### src/rtl/ghost_control.sv
// rtl/ghost_control.sv - per-ghost move sequencer: release delay, chase/scatter, capture
// Optional frightened mode is compiled in when GHOST_FRIGHT_EN is defined.
module ghost_control #(
    parameter int WIDTH         = 96,
    parameter int HEIGHT        = 72,
    parameter int RELEASE_TICKS = 16,
    parameter int CHASE_TICKS   = 200,
    parameter int SCATTER_TICKS = 70,
    parameter int SCATTER_X     = 1,
    parameter int SCATTER_Y     = 1
) (
    input  logic       clk,
    input  logic       reset_n,
    input  logic       game_start,
    input  logic       tick,
    input  logic       wall_up,
    input  logic       wall_down,
    input  logic       wall_left,
    input  logic       wall_right,
    input  logic [9:0] xGhost,
    input  logic [8:0] yGhost,
    input  logic [9:0] xPac,
    input  logic [8:0] yPac,
`ifdef GHOST_FRIGHT_EN
    input  logic       power,
    output logic       frightened,
`endif
    output logic       m_up,
    output logic       m_down,
    output logic       m_right,
    output logic       m_left,
    output logic       e_start,
    output logic       pac_caught,
    output logic [1:0] mode
);

    localparam int PMAX = (CHASE_TICKS > SCATTER_TICKS) ? CHASE_TICKS : SCATTER_TICKS;
    localparam int RW   = $clog2(RELEASE_TICKS + 1);
    localparam int PW   = $clog2(PMAX + 1);
    // Scatter corner is held inside the board so a bad parameter cannot aim off-map.
    localparam logic [9:0] SX = 10'((SCATTER_X > WIDTH) ? WIDTH : SCATTER_X);
    localparam logic [8:0] SY = 9'((SCATTER_Y > HEIGHT) ? HEIGHT : SCATTER_Y);

    // Direction codes double as the fallback order; reverse is a flip of bit 1.
    localparam logic [1:0] D_UP    = 2'd0;
    localparam logic [1:0] D_LEFT  = 2'd1;
    localparam logic [1:0] D_DOWN  = 2'd2;
    localparam logic [1:0] D_RIGHT = 2'd3;

    typedef enum logic [2:0] {
        S_IDLE,
        S_HOUSE,
        S_CHASE,
        S_SCATTER
`ifdef GHOST_FRIGHT_EN
        , S_FRIGHT
`endif
    } state_t;

    state_t          state, state_n;
    logic [RW-1:0]   rel_cnt, rel_n;
    logic [PW-1:0]   phase_cnt, phase_n;
    logic [1:0]      cur_dir, dir_n;
    logic [3:0]      move_q, move_n;
    logic            e_start_n, caught_n;

    logic [3:0]      walls;
    logic [1:0]      rev;
    logic [9:0]      tx;
    logic [8:0]      ty;
    logic [10:0]     dx, dy, adx, ady;
    logic            x_pri;
    logic [1:0]      xdir, ydir;
    logic [1:0]      cand [6];
    logic            cand_ok [6];
    logic            move_ok;
    logic [1:0]      move_dir;
    logic            catch_hit;

`ifdef GHOST_FRIGHT_EN
    logic [7:0]      lfsr, lfsr_n;
    logic [6:0]      fright_cnt, fright_n;
    state_t          resume, resume_n;
`endif

    assign walls     = {wall_right, wall_down, wall_left, wall_up};
    assign rev       = cur_dir ^ 2'b10;
    assign catch_hit = (xGhost == xPac) && (yGhost == yPac);

    always_comb begin
        tx    = (state == S_CHASE) ? xPac : SX;
        ty    = (state == S_CHASE) ? yPac : SY;
        dx    = {1'b0, tx} - {1'b0, xGhost};
        dy    = {2'b00, ty} - {2'b00, yGhost};
        adx   = dx[10] ? (11'd0 - dx) : dx;
        ady   = dy[10] ? (11'd0 - dy) : dy;
        x_pri = (adx >= ady);
        xdir  = dx[10] ? D_LEFT : D_RIGHT;
        ydir  = dy[10] ? D_UP : D_DOWN;

        cand[0]    = x_pri ? xdir : ydir;
        cand_ok[0] = x_pri ? (dx != '0) : (dy != '0);
        cand[1]    = x_pri ? ydir : xdir;
        cand_ok[1] = x_pri ? (dy != '0) : (dx != '0);
        for (int i = 0; i < 4; i++) begin
            cand[i+2]    = 2'(i);
            cand_ok[i+2] = 1'b1;
        end
`ifdef GHOST_FRIGHT_EN
        if (state == S_FRIGHT) begin
            for (int i = 0; i < 4; i++) begin
                cand[i]    = lfsr[1:0] + 2'(i);
                cand_ok[i] = 1'b1;
            end
            cand_ok[4] = 1'b0;
            cand_ok[5] = 1'b0;
        end
`endif
        move_ok  = 1'b0;
        move_dir = cur_dir;
        for (int i = 0; i < 6; i++) begin
            if (!move_ok && cand_ok[i] && !walls[cand[i]] && (cand[i] != rev)) begin
                move_ok  = 1'b1;
                move_dir = cand[i];
            end
        end
        if (!move_ok && !walls[rev]) begin
            move_ok  = 1'b1;
            move_dir = rev;
        end
    end

    always_comb begin
        state_n   = state;
        rel_n     = rel_cnt;
        phase_n   = phase_cnt;
        dir_n     = cur_dir;
        move_n    = 4'b0000;
        e_start_n = 1'b0;
        caught_n  = 1'b0;
`ifdef GHOST_FRIGHT_EN
        lfsr_n    = tick ? {lfsr[6:0], lfsr[7] ^ lfsr[5] ^ lfsr[4] ^ lfsr[3]} : lfsr;
        fright_n  = fright_cnt;
        resume_n  = resume;
`endif
        if (game_start) begin
            e_start_n = 1'b1;
            state_n   = S_HOUSE;
            rel_n     = RW'(RELEASE_TICKS);
            dir_n     = D_LEFT;
        end else begin
            case (state)
                S_HOUSE: begin
                    if (tick) begin
                        if (rel_cnt <= RW'(1)) begin
                            state_n = S_SCATTER;
                            phase_n = PW'(SCATTER_TICKS);
                        end else begin
                            rel_n = rel_cnt - RW'(1);
                        end
                    end
                end
                S_CHASE, S_SCATTER: begin
                    if (catch_hit) begin
                        caught_n  = 1'b1;
                        e_start_n = 1'b1;
                        state_n   = S_HOUSE;
                        rel_n     = RW'(RELEASE_TICKS);
                        dir_n     = D_LEFT;
`ifdef GHOST_FRIGHT_EN
                    end else if (power) begin
                        state_n  = S_FRIGHT;
                        resume_n = state;
                        fright_n = 7'd64;
`endif
                    end else if (tick) begin
                        if (move_ok) move_n[move_dir] = 1'b1;
                        dir_n = move_dir;
                        if (phase_cnt <= PW'(1)) begin
                            // Phase swap: ghost turns around on the boundary tick.
                            dir_n   = move_dir ^ 2'b10;
                            state_n = (state == S_SCATTER) ? S_CHASE : S_SCATTER;
                            phase_n = (state == S_SCATTER) ? PW'(CHASE_TICKS) : PW'(SCATTER_TICKS);
                        end else begin
                            phase_n = phase_cnt - PW'(1);
                        end
                    end
                end
`ifdef GHOST_FRIGHT_EN
                S_FRIGHT: begin
                    if (catch_hit) begin
                        e_start_n = 1'b1;
                        state_n   = S_HOUSE;
                        rel_n     = RW'(RELEASE_TICKS);
                        dir_n     = D_LEFT;
                    end else if (tick) begin
                        if (move_ok) move_n[move_dir] = 1'b1;
                        dir_n = move_dir;
                        if (fright_cnt <= 7'd1) state_n = resume;
                        else fright_n = fright_cnt - 7'd1;
                    end
                end
`endif
                default: ;
            endcase
        end
    end

    always_ff @(posedge clk or negedge reset_n) begin
        if (!reset_n) begin
            state      <= S_IDLE;
            rel_cnt    <= '0;
            phase_cnt  <= '0;
            cur_dir    <= D_LEFT;
            move_q     <= 4'b0000;
            e_start    <= 1'b0;
            pac_caught <= 1'b0;
`ifdef GHOST_FRIGHT_EN
            lfsr       <= 8'hA5;
            fright_cnt <= '0;
            resume     <= S_SCATTER;
`endif
        end else begin
            state      <= state_n;
            rel_cnt    <= rel_n;
            phase_cnt  <= phase_n;
            cur_dir    <= dir_n;
            move_q     <= move_n;
            e_start    <= e_start_n;
            pac_caught <= caught_n;
`ifdef GHOST_FRIGHT_EN
            lfsr       <= lfsr_n;
            fright_cnt <= fright_n;
            resume     <= resume_n;
`endif
        end
    end

    assign m_up    = move_q[D_UP];
    assign m_left  = move_q[D_LEFT];
    assign m_down  = move_q[D_DOWN];
    assign m_right = move_q[D_RIGHT];

    always_comb begin
        case (state)
            S_HOUSE:   mode = 2'd1;
            S_CHASE:   mode = 2'd2;
            S_SCATTER: mode = 2'd3;
`ifdef GHOST_FRIGHT_EN
            S_FRIGHT:  mode = 2'd3;
`endif
            default:   mode = 2'd0;
        endcase
    end

`ifdef GHOST_FRIGHT_EN
    assign frightened = (state == S_FRIGHT);
`endif

endmodule

### config.mk
export PLATFORM = sky130hd
export DESIGN_NAME = ghost_control
export DESIGN_NICKNAME = d
export VERILOG_FILES = /design/src/rtl/ghost_control.sv
export SDC_FILE = /design/constraint.sdc
export NUM_CORES = 1
export LEC_CHECK = 0
export CORE_ASPECT_RATIO = 0.5
export CORE_MARGIN = 2
export CORE_UTILIZATION = 55
export DETAILED_ROUTE_END_ITERATION = 7
export HOLD_SLACK_MARGIN = 0.02
export PLACE_DENSITY = 0.77
export SLEW_MARGIN = 0
export SYNTH_ARGS = -nofsm -noshare
export SYNTH_HDL_FRONTEND = slang
export SYNTH_SLANG_ARGS = --single-unit
### constraint.sdc
create_clock -name clk -period 8.8 [get_ports clk]
set_input_delay 0.88 -clock clk [delete_from_list [all_inputs] [get_ports clk]]
set_output_delay 0.88 -clock clk [all_outputs]
set_load 0.005 [all_outputs]
# Word level (Yosys, flattened, before mapping)
# Index checks and enable logic that the tools add are counted.
# op_classes
add_sub_neg	6
n_mul	0
div	0
order_cmp	8
eq_ne	20
shifts	0
n_mux	67
bitwise_logic	3
n_reduce_logical	41
# ops
op	count
8-bit 2-to-1 mux	6
2-bit 2-to-1 mux	16
11-bit 2-to-1 mux	2
11-bit nonzero test	2
4-bit 2-to-1 mux	5
5-bit 2-to-1 mux	4
1-bit 2-to-1 mux	18
3-bit 2-to-1 mux	6
1-bit logical AND	16
8-bit case mux with 2 select lines	1
1-bit zero test	13
2-bit by 3-bit less-than comparator with 1-bit output (second input constant)	4
3-bit inequality test (second input constant)	4
11-bit >= comparator	1
1-bit by 10-bit subtractor with 11-bit output (first input constant)	1
1-bit by 11-bit subtractor with 11-bit output (first input constant)	1
10-bit by 10-bit subtractor with 11-bit output	1
10-bit equality test	1
10-bit 2-to-1 mux	1
5-bit case mux with 2 select lines	1
9-bit by 9-bit subtractor with 10-bit output	1
9-bit equality test	1
9-bit 2-to-1 mux	1
8-bit by 1-bit <= comparator with 1-bit output (second input constant)	1
other kinds (23)	37
# totals
ff_bits	24
latchBits	0
mem_bits_rw	0
rom_bits	0
in_bits	46
output_inout_bits	8
wordCells	152
n_memories	0

# Logic depth before layout (Yosys ltp)
# Gate-level depths: netlist of the first run.
# depth
depth_word	46
mapped_depth	25
mapped_depth_nobuf	23

# Worst setup path before layout of the first run
# OpenSTA, ideal clock, no wires.
# synth_timing
kind	reg2reg
startpoint	reg state[1]
endpoint	reg move_q[0]
t_arrival_ns	5.602
path_slack_ns	3.131
stages_incl_launch_ff	25
n_path_buf	1
synth_period_minus_slack_ns	5.669
path_cell_list	dfrtp_1 clkbuf_1 nor2b_1 nor2b_1 ha_1 inv_1 fa_1 and3_1 or3_1 and2_1 nor3_1 and3_1 a21oi_1 xnor2_1 ha_1 a2111oi_0 o21ai_0 a211oi_1 a221oi_1 nor4_1 a32oi_1 a22o_1 a211oi_1 o21a_2 and3b_1
# synth_between
elab_chain_cells	46
word_cells_on_any_way	72
# synth_rtl
element	line_no	source
start: declaration	60	state_t state, state_n;
start signal: assignment	224	state <= state_n;
3-bit by 2-bit equality test with 1-bit output	91, 92, 152	
10-bit 2-to-1 mux / 9-bit 2-to-1 mux (equally long branches)	91, 92	
10-bit by 10-bit subtractor with 11-bit output / 9-bit by 9-bit subtractor with 10-bit output (equally long branches)	93, 94	
1-bit by 11-bit subtractor with 11-bit output / 1-bit by 10-bit subtractor with 11-bit output (equally long branches)	95, 96	
11-bit 2-to-1 mux (on tied branches)	95, 96	
11-bit >= comparator	97	x_pri = (adx >= ady);
2-bit 2-to-1 mux	101	cand[0] = x_pri ? xdir : ydir;
1-bit binary-select mux with 2-bit select	122	if (!move_ok && cand_ok[i] && !walls[cand[i]] && (cand[i] != rev)) begin
[31 not listed]	--	
1-bit 2-to-1 mux (not written as such)	177	if (move_ok) move_n[move_dir] = 1'b1;
1-bit demux with 2-bit select	177	
4-bit 2-to-1 mux	177	
4-bit 2-to-1 mux	176	end else if (tick) begin
4-bit 2-to-1 mux	164	if (catch_hit) begin
4-bit 2-to-1 mux *	152	case (state)
4-bit 2-to-1 mux *	146	if (game_start) begin
named net move_n[0]	64	logic [3:0] move_q, move_n;
end signal: assignment	228	move_q <= move_n;
end: declaration	64	
# Mark *: on every way through the listed nets, which the timed path passes. The rest lies on a longest branch. The select of a mux whose other input is x is not followed.
# A chain may end at the register's enable or synchronous reset.

# Worst setup path in the final report of the first run
# layout_timing
startpoint	in xPac[0]
endpoint	reg move_q[0]
# layout_between
elab_chain_cells	45
word_cells_on_any_way	65
# layout_rtl
element	line_no	source
start: declaration	22	input logic [9:0] xPac,
10-bit 2-to-1 mux	91	tx = (state == S_CHASE) ? xPac : SX;
10-bit by 10-bit subtractor with 11-bit output	93	dx = {1'b0, tx} - {1'b0, xGhost};
1-bit by 11-bit subtractor with 11-bit output	95	adx = dx[10] ? (11'd0 - dx) : dx;
11-bit 2-to-1 mux	95	
11-bit >= comparator	97	
2-bit 2-to-1 mux	101	
1-bit binary-select mux with 2-bit select	122	
1-bit 2-to-1 mux (not written as such)	122	
[30 not listed]	--	
1-bit 2-to-1 mux (not written as such)	177	
1-bit demux with 2-bit select	177	
4-bit 2-to-1 mux	177	
4-bit 2-to-1 mux	176	
4-bit 2-to-1 mux *	164	
4-bit 2-to-1 mux *	152	
4-bit 2-to-1 mux *	146	
named net move_n[0]	64	
# Marks and branches as above.

==> impl_metrics.ini, run 1 <==
[power_and_ir_drop]
power_density_mw_per_mm2 = 99.4
peakVddDrop_uv = 73.9
p_leak_nw = 1.92

[clock_network]
cts_buffer_depth = 2
htree_levels = 1
holdBufCountCts = 0
cts_buffers = 3
insertion_delay_ns = 0.26
cts_setup_buffers = 0
cts_root_buf = clkbuf_16
cts_tree = done
cts_resized = 0
clkTransAtPathRegs_ns = 0.06
cts.sinks = 23

[logic_synthesis]
synthMuxAreaShare_pct = 1.72
async_flop_share_pct = 100
synth_fa_ha_area_share_pct = 14.4
synth_nets = 547
syn_area_mm2 = 0.00357
yosysMostFrequentCell = nor2_1
synth_top_family_by_area = simple AND/OR/NAND/NOR gates
yosysWarnings = 0
synthCells = 461
synth_common_cells = 42 x nor2_1, 38 x ha_1, 35 x inv_1
ys.flop_type = dfrtp_1
synth-seq-cells = 23
avgSynthCellArea_um2 = 7.74
ys_top_cells_by_area = dfrtp_1 15%, ha_1 13%, xor2_1 7.4%
ys_seq_area_share_pct = 16.2
synthSimpleGateAreaFrac_pct = 26.1
synth_compound_area_share_pct = 24.5
yosys.area.top_type = dfrtp_1
synth.top_cell.area_share_pct = 15.4
ys_types = 73
synth_edf_count = 0
synth_xor_area_share_pct = 11.5

[die]
dieArea_mm2 = 0.00719
io_pins = 54
core_mm2 = 0.00618
start_util_pct = 57.8
die_w_um = 118
rows = 20
dieHeight_um = 61.0

[worst_setup_path]
crit_arrival_ns = 6.44
max_stage_delay_ns = 0.92
crit_slowest_cell = a221oi_1
end_kind = flip-flop
path_cells = clkdlybuf4s50_1, nor2b_1, ha_1, inv_1, fa_1, a21oi_1, o2111ai_1, a221oi_1, o21ai_0, xnor2_1, ha_1, o2111ai_1, a221oi_1, nor4_1, a32oi_1, nand4_1, a211oi_1, o21a_2, and3b_1
critPathMaxFanout = 8
critical_path_buf_inv_count = 2
critPathLaunchType = input pin
crit_family = compound AO/OA/AOI/OAI gates
timing.critical_path.required_ns = 8.99
critPathKind = input pin to flip-flop

[finish]
layout-drive-gt1-share_pct = 5.14
design_area_mm2 = 0.00424
syn_to_final_growth_pct = 18.7
finalNetCount = 593
num_antenna_cells = 0

[global_routing]
grt_pass1_wl_um = 14200
track_usage_pct = 23.9
grt_max_degree = 24
grt_pass1_vias = 3201
overflow = 0
antenna_found_initial = 0

[outcome]
status = completed

[sta]
rsz0062_at_grt = no
setup_viol = 0
slew_viol_final = 0
max_freq_mhz = 160
finalCriticalPeriod_ns = 6.24
tns_ns = 0
hold_viol = 0
min_period_over_period_pct = 71.0
max-slew-margin-rel_pct = 28.7
skew_ns = 0.00453
worst_slew_pin_slew_ns = 1.07

[place]
placed_area_mm2 = 0.00416
io_buffers = 53
gp_congestion = 0.864
post-dp-hpwl_um = 6790

[hold_path]
holdCritPathClass = flip-flop to flip-flop

[drt]
wl_per_cell_um = 14.1
num_vias = 3465
remaining_drc_errors = 0
initialDrtViolationCount = 221
post_drt_via_cell_ratio = 5.83
postRouteAntennaNets = 0
routed_wl_um = 8350
first_pass_iters = 5

[run]
cap_viol_max_count = 0
## flip-flops by register name (all words and copies together) (netlist names)
name        flops
phase_cnt       8
rel_cnt         5
e_start         1
state           2
move_q          4
pac_caught      1
cur_dir         2
## stage by stage
stage | cells | setup slack (ns) | power (W) | utilization [%] | hold WS, ns
after global routing | 594 | 2.06 | 0.000451 | 68.6 | 0.562
after floorplan | 461 | 3.13 | 0.000265 | - | 0.484
after global placement | 590 | 2.49 | 0.000319 | 67.3 | 0.508
after detailed placement | 590 | 2.34 | 0.000321 | 67.3 | 0.513
final | 594 | 2.56 | 0.000421 | 68.6 | 0.537
after CTS | 594 | 2.59 | 0.000421 | 68.6 | 0.538
## per-layer routing
layer	vias up	GRT usage, %	part of all wire (%)
li1	1762	-	-
met1	1599	31.6	49
met2	88	43.4	45
met3	16	1.41	4.0
met4	0	8.09	2.0
met5	-	0	0
## logic make-up after synthesis
kind of cell             after synthesis
AO/OA/AOI/OAI                        119
XOR/XNOR                              47
adder cells (fa/ha/maj)               40
buffers and inverters                 48
flip-flops                            23
multiplexers                           6
other                                  1
AND/OR/NAND/NOR                      177
## report_power, final
group	internal [W]	switching, W	total (W)
registers	0.000122	0.0000195	0.000142
clock network	0.0000611	0.0000368	0.0000979
logic	0.0000873	0.0000939	0.000181
## worst paths after layout
| check | start | endpoint | slack, ns | cells after the start |
|---|---|---|---|---|
| max in group asynchronous | reset_n | phase_cnt[3] | 7.03 | 1 |
| min reg2reg | phase_cnt[6] | phase_cnt[6] | 0.54 | 2 |
| min in group asynchronous | reset_n | phase_cnt[6] | 1.17 | 1 |
| max reg2reg | state[1] | move_q[0] | 2.60 | 20 |
| max | xPac[0] | move_q[0] | 2.56 | 19 |
| min | phase_cnt[6] | phase_cnt[6] | 0.54 | 2 |
## layout by cell type, fill, tap and decap left out, drive strengths merged, types with 6 or more instances in the layout
master and instances:
nand3 10, o2111ai 7, a21oi 29, xor2 30, nor2 42, nand2 34, nor4 12, a21o 8
dfrtp 22, o21ai 20, nand2b 11, inv 35, nor2b 7, ha 38, a31oi 6, o211ai 6
clkdlybuf4s50 53, nor3 10, and2 23, xnor2 17
## cell type report
cell class / instances / area, um2
Timing Repair Buffer: 54 / 538
Tap cell: 88 / 110
Clock buffer: 3 / 75.1
Multi-Input combinational cell: 390 / 2800
Sequential cell: 23 / 577
Clock inverter: 1 / 5.00
Inverter: 35 / 131
Fill cell: 558 / 1940
## worst reg2reg max path: cells and delay by family (launching register included)
kind / cells / cell delay (ns)
simple gates: 5 / 0.82
flops: 1 / 0.57
xor+xnor: 1 / 0.20
fa+ha+maj: 3 / 0.91
buf+inv: 2 / 0.28
compound gates: 9 / 3.34
No activity file was read; power rests on OpenSTA's default activity.
==> inputs of run 2 (changes only) <==
clock period = 6.2 ns   (was 8.8 ns; I/O delays follow)
==> impl_metrics.ini, run 2 (same netlist as run 1, synthesis figures left out) <==
[outcome]
status = completed

[finish]
reg_top3 = phase_cnt (8), rel_cnt (5), move_q (4)
finalNetCount = 599
largest_reg_flops = 8
syn_to_final_growth_pct = 20.2
num_antenna_cells = 0
layout-drive-gt1-share_pct = 6.45
layout_common_cells = 53 x clkdlybuf4s50_1, 42 x nor2_1, 38 x ha_1
top_register = phase_cnt
final_common_cell = clkdlybuf4s50_1

[drt]
initialDrtViolationCount = 277
post_drt_via_cell_ratio = 5.80
postRouteAntennaNets = 0
num_vias = 3479
wl_per_cell_um = 14.3
remaining_drc_errors = 0
routed_wl_um = 8590
first_pass_iters = 5

[worst_setup_path]
crit_slowest_cell = clkdlybuf4s50_1
crit_arrival_ns = 5.93
end_kind = flip-flop
crit_family = simple AND/OR/NAND/NOR gates
critPathKind = input pin to flip-flop
critPathLaunchType = input pin
timing.critical_path.required_ns = 6.34
path_cells = clkdlybuf4s50_1, nor2b_1, ha_1, inv_1, fa_1, and3_1, or3_1, and2_1, nor3_1, and3_1, a21oi_1, xnor2_1, ha_1, a2111oi_1, o21ai_1, a211oi_2, a221oi_1, nor4_1, a32oi_1, buf_4, o211ai_2, o2111ai_1, o21a_2, and3b_1
critical_path_buf_inv_count = 3
critPathMaxFanout = 5
max_stage_delay_ns = 0.44

[sta]
max_freq_mhz = 173
finalCriticalPeriod_ns = 5.78
min_period_over_period_pct = 93.3
slew_viol_final = 0
hold_viol = 0
skew_ns = 0.00552
worst_slew_pin_slew_ns = 1.01
setup_viol = 0
rsz0062_at_grt = no
tns_ns = 0
worst_slack_ns = 0.417
max-slew-margin-rel_pct = 32.3

[global_routing]
antenna_found_initial = 0
track_usage_pct = 24.2
grt_max_degree = 24
grt_pass1_vias = 3252
grt_pass1_wl_um = 14400
overflow = 0

[die]
io_pins = 54
die_w_um = 118
dieArea_mm2 = 0.00719
dieHeight_um = 61.0
rows = 20
start_util_pct = 57.8
core_mm2 = 0.00618

[place]
gp_congestion = 0.868
post-dp-hpwl_um = 6920
dp_slack_ns = 0.126
io_buffers = 53

[power_and_ir_drop]
power_density_mw_per_mm2 = 141
p_leak_nw = 1.95
peakVddDrop_uv = 100

[clock_network]
cts.sinks = 23
cts_setup_buffers = 0
clkTransAtPathRegs_ns = 0.06
cts_buffer_depth = 2
htree_levels = 1
cts_tree = done
cts_buffers = 3
insertion_delay_ns = 0.26
cts_root_buf = clkbuf_16

[run]
cap_viol_max_count = 0

[hold_path]
holdCritPathClass = flip-flop to flip-flop
[run 2: layer usage]
layer  vias up  wire [um]  GRT usage [%]
li1       1777          -              -
met1      1624       4310           33.0
met2        70       3940           44.3
met3         8        280           1.69
met4         0         70           4.13
met5         -          0              0
[run 2: through the flow]
stage                     total power, W  area, um2  util [%]  cells  hold WS (ns)
final                           0.000603       4290      69.4    600         0.539
after global routing            0.000647       4290      69.4    600         0.568
after CTS                       0.000600       4280      69.3    600         0.535
after detailed placement        0.000460       4200      68.0    596         0.514
after global placement          0.000456       4200      68.0    596         0.507
after floorplan                 0.000376       3570         -    461         0.324
[run 2: power by group]
part / internal (W) / leakage, nW / switching (W)
clock network: 0.0000867 / 0.0409 / 0.0000519
registers: 0.000174 / 0.290 / 0.0000239
logic: 0.000127 / 1.62 / 0.000139
[run 2: path summary, 6_finish.rpt]
check                           slack (ns)           end  cells after the start         start
worst max-delay path                  0.42     move_q[0]                     24       xPac[0]
worst min register to register        0.54  phase_cnt[6]                      2  phase_cnt[6]
max in group asynchronous             4.66  phase_cnt[0]                      1       reset_n
worst min-delay path                  0.54  phase_cnt[6]                      2  phase_cnt[6]
min in group asynchronous             0.92  phase_cnt[3]                      1       reset_n
worst max register to register        0.52     move_q[0]                     24      state[0]
[run 2: repair_timing]
item,CTS,global route
hold buffers,0,0
setup endpoints to repair,0,6
gates resized for setup,0,3
[run 2: layout make-up]
type	count	area [um2]
Clock buffer	3	75.1
Clock inverter	1	5.00
Fill cell	539	1890
Inverter	35	131
Multi-Input combinational cell	390	2810
Sequential cell	23	577
Tap cell	88	110
Timing Repair Buffer	60	583
[run 2: worst reg2reg max path: cells and delay by family (launching register included)]
kind,cells,cell delay [ns]
adder cells (fa/ha/maj),3,0.95
AO/OA/AOI/OAI,9,1.76
XOR/XNOR,1,0.15
buffers and inverters,2,0.25
AND/OR/NAND/NOR,9,2.10
flip-flops,1,0.37
==> inputs of run 3 (changes only) <==
CORE_UTILIZATION = 50   (was 55)
PLACE_DENSITY = 0.71   (was 0.77)
SKIP_CTS_REPAIR_TIMING = 1   (was unset)
==> impl_metrics.ini, run 3 (same netlist as run 1, synthesis figures left out) <==
[outcome]
status = completed

[global_routing]
antenna_found_initial = 0
grt_pass1_vias = 3144
track_usage_pct = 21.1
grt_max_degree = 24
grt_pass1_wl_um = 13800
overflow = 0

[drt]
num_vias = 3449
remaining_drc_errors = 0
first_pass_iters = 4
post_drt_via_cell_ratio = 5.72
routed_wl_um = 8200
wl_per_cell_um = 13.6
postRouteAntennaNets = 0
initialDrtViolationCount = 183

[die]
rows = 21
core_mm2 = 0.00681
dieArea_mm2 = 0.00787
start_util_pct = 52.5
die_w_um = 123
io_pins = 54
dieHeight_um = 63.7

[sta]
worst_slew_pin_slew_ns = 0.958
setup_viol = 0
worst_slack_ns = 0.400
finalCriticalPeriod_ns = 5.80
max-slew-margin-rel_pct = 35.9
slew_viol_final = 0
rsz0062_at_grt = no
min_period_over_period_pct = 93.5
tns_ns = 0
skew_ns = 0.00284
hold_viol = 0
max_freq_mhz = 172

[clock_network]
clkTransAtPathRegs_ns = 0.06
insertion_delay_ns = 0.26
cts_buffer_depth = 2
htree_levels = 1
cts.sinks = 23
cts_root_buf = clkbuf_16
cts_buffers = 3
cts_tree = done

[worst_setup_path]
crit_arrival_ns = 5.98
timing.critical_path.required_ns = 6.38
critPathKind = input pin to flip-flop
end_kind = flip-flop
critPathLaunchType = input pin
critPathMaxFanout = 7

[finish]
top_register = phase_cnt
fillers = 641
final_common_cell = clkdlybuf4s50_1
reg_top3 = phase_cnt (8), rel_cnt (5), move_q (4)
layout-drive-gt1-share_pct = 6.26
num_antenna_cells = 0
fin_util_pct = 63.0
layout_common_cells = 53 x clkdlybuf4s50_1, 42 x nor2_1, 38 x ha_1
largest_reg_flops = 8
syn_to_final_growth_pct = 20.1
finalNetCount = 598

[place]
dp_slack_ns = 0.142
io_buffers = 53
gp_congestion = 0.862
post-dp-hpwl_um = 6820

[hold_path]
holdCritPathClass = flip-flop to flip-flop

[run]
cap_viol_max_count = 0

[power_and_ir_drop]
power_density_mw_per_mm2 = 139
peakVddDrop_uv = 88.7
p_leak_nw = 1.95
-- run 3: cell types whose count changed in the layout (fill, tap and decap cells not counted) --
| cell | previous run | this run |
|---|---|---|
| a2111oi_0 | 0 | 1 |
| a221oi_2 | 0 | 1 |
| buf_4 | 7 | 6 |
| o21ai_1 | 1 | 0 |
| a221oi_1 | 2 | 1 |
| a211oi_2 | 1 | 0 |
| o21ai_0 | 19 | 20 |
| a211oi_1 | 4 | 5 |
| a2111oi_1 | 1 | 0 |
-- run 3: final timing paths --
| path | startpoint | to | slack, ns | depth (start not counted) |
|---|---|---|---|---|
| max in group asynchronous | reset_n | phase_cnt[2] | 4.72 | 1 |
| min | phase_cnt[6] | phase_cnt[6] | 0.53 | 2 |
| max | xPac[0] | move_q[2] | 0.40 | 22 |
| max reg2reg | state[0] | move_q[2] | 0.41 | 22 |
| min reg2reg | phase_cnt[6] | phase_cnt[6] | 0.53 | 2 |
| min in group asynchronous | reset_n | phase_cnt[6] | 0.90 | 1 |
-- run 3: report_power, final --
part | leakage (nW) | internal, W | switching (W)
logic | 1.62 | 0.000126 | 0.000135
registers | 0.290 | 0.000174 | 0.0000235
clock network | 0.0409 | 0.0000867 | 0.0000518
total | 1.95 | 0.000387 | 0.000211
-- run 3: worst max-delay path: stages --
cell             delay [ns]
clkdlybuf4s50_1        0.44
nor2b_1                0.17
ha_1                   0.20
inv_1                  0.06
fa_1                   0.41
and3_1                 0.20
or3_1                  0.32
and2_1                 0.19
nor3_1                 0.22
and3_1                 0.20
a21oi_1                0.08
xnor2_1                0.14
ha_1                   0.32
a2111oi_0              0.36
o21ai_0                0.17
a211oi_1               0.37
a221o_1                0.35
nor2_1                 0.12
o22ai_2                0.26
o2111ai_2              0.21
o32ai_1                0.37
nor3b_2                0.22
-- run 3: cell type report --
class	instances	area [um2]	area share, %
Timing Repair Buffer	59	576	13.4
Inverter	35	131	3.06
Clock buffer	3	75.1	1.75
Sequential cell	23	577	13.5
Clock inverter	1	5.00	0.117
Multi-Input combinational cell	390	2810	65.5
Tap cell	92	115	2.69
-- run 3: stage by stage --
stage | area (um2) | instances | hold WS (ns) | total power, W
3_3_place_gp | 4200 | 599 | 0.510 | 0.000457
5_1_grt | 4290 | 603 | 0.546 | 0.000643
2_1_floorplan | 3570 | 461 | 0.324 | 0.000376
3_5_place_dp | 4200 | 599 | 0.509 | 0.000459
4_1_cts | 4280 | 603 | 0.532 | 0.000600
6_report | 4290 | 603 | 0.528 | 0.000597
-- run 3: routing by layer --
layer	global-route usage, %	routed length [um]	vias to the layer above
met3	1.07	197	5
met4	3.41	48	0
met2	35.8	3630	54
met1	30.2	4320	1625
li1	-	-	1765
met5	0	0	-
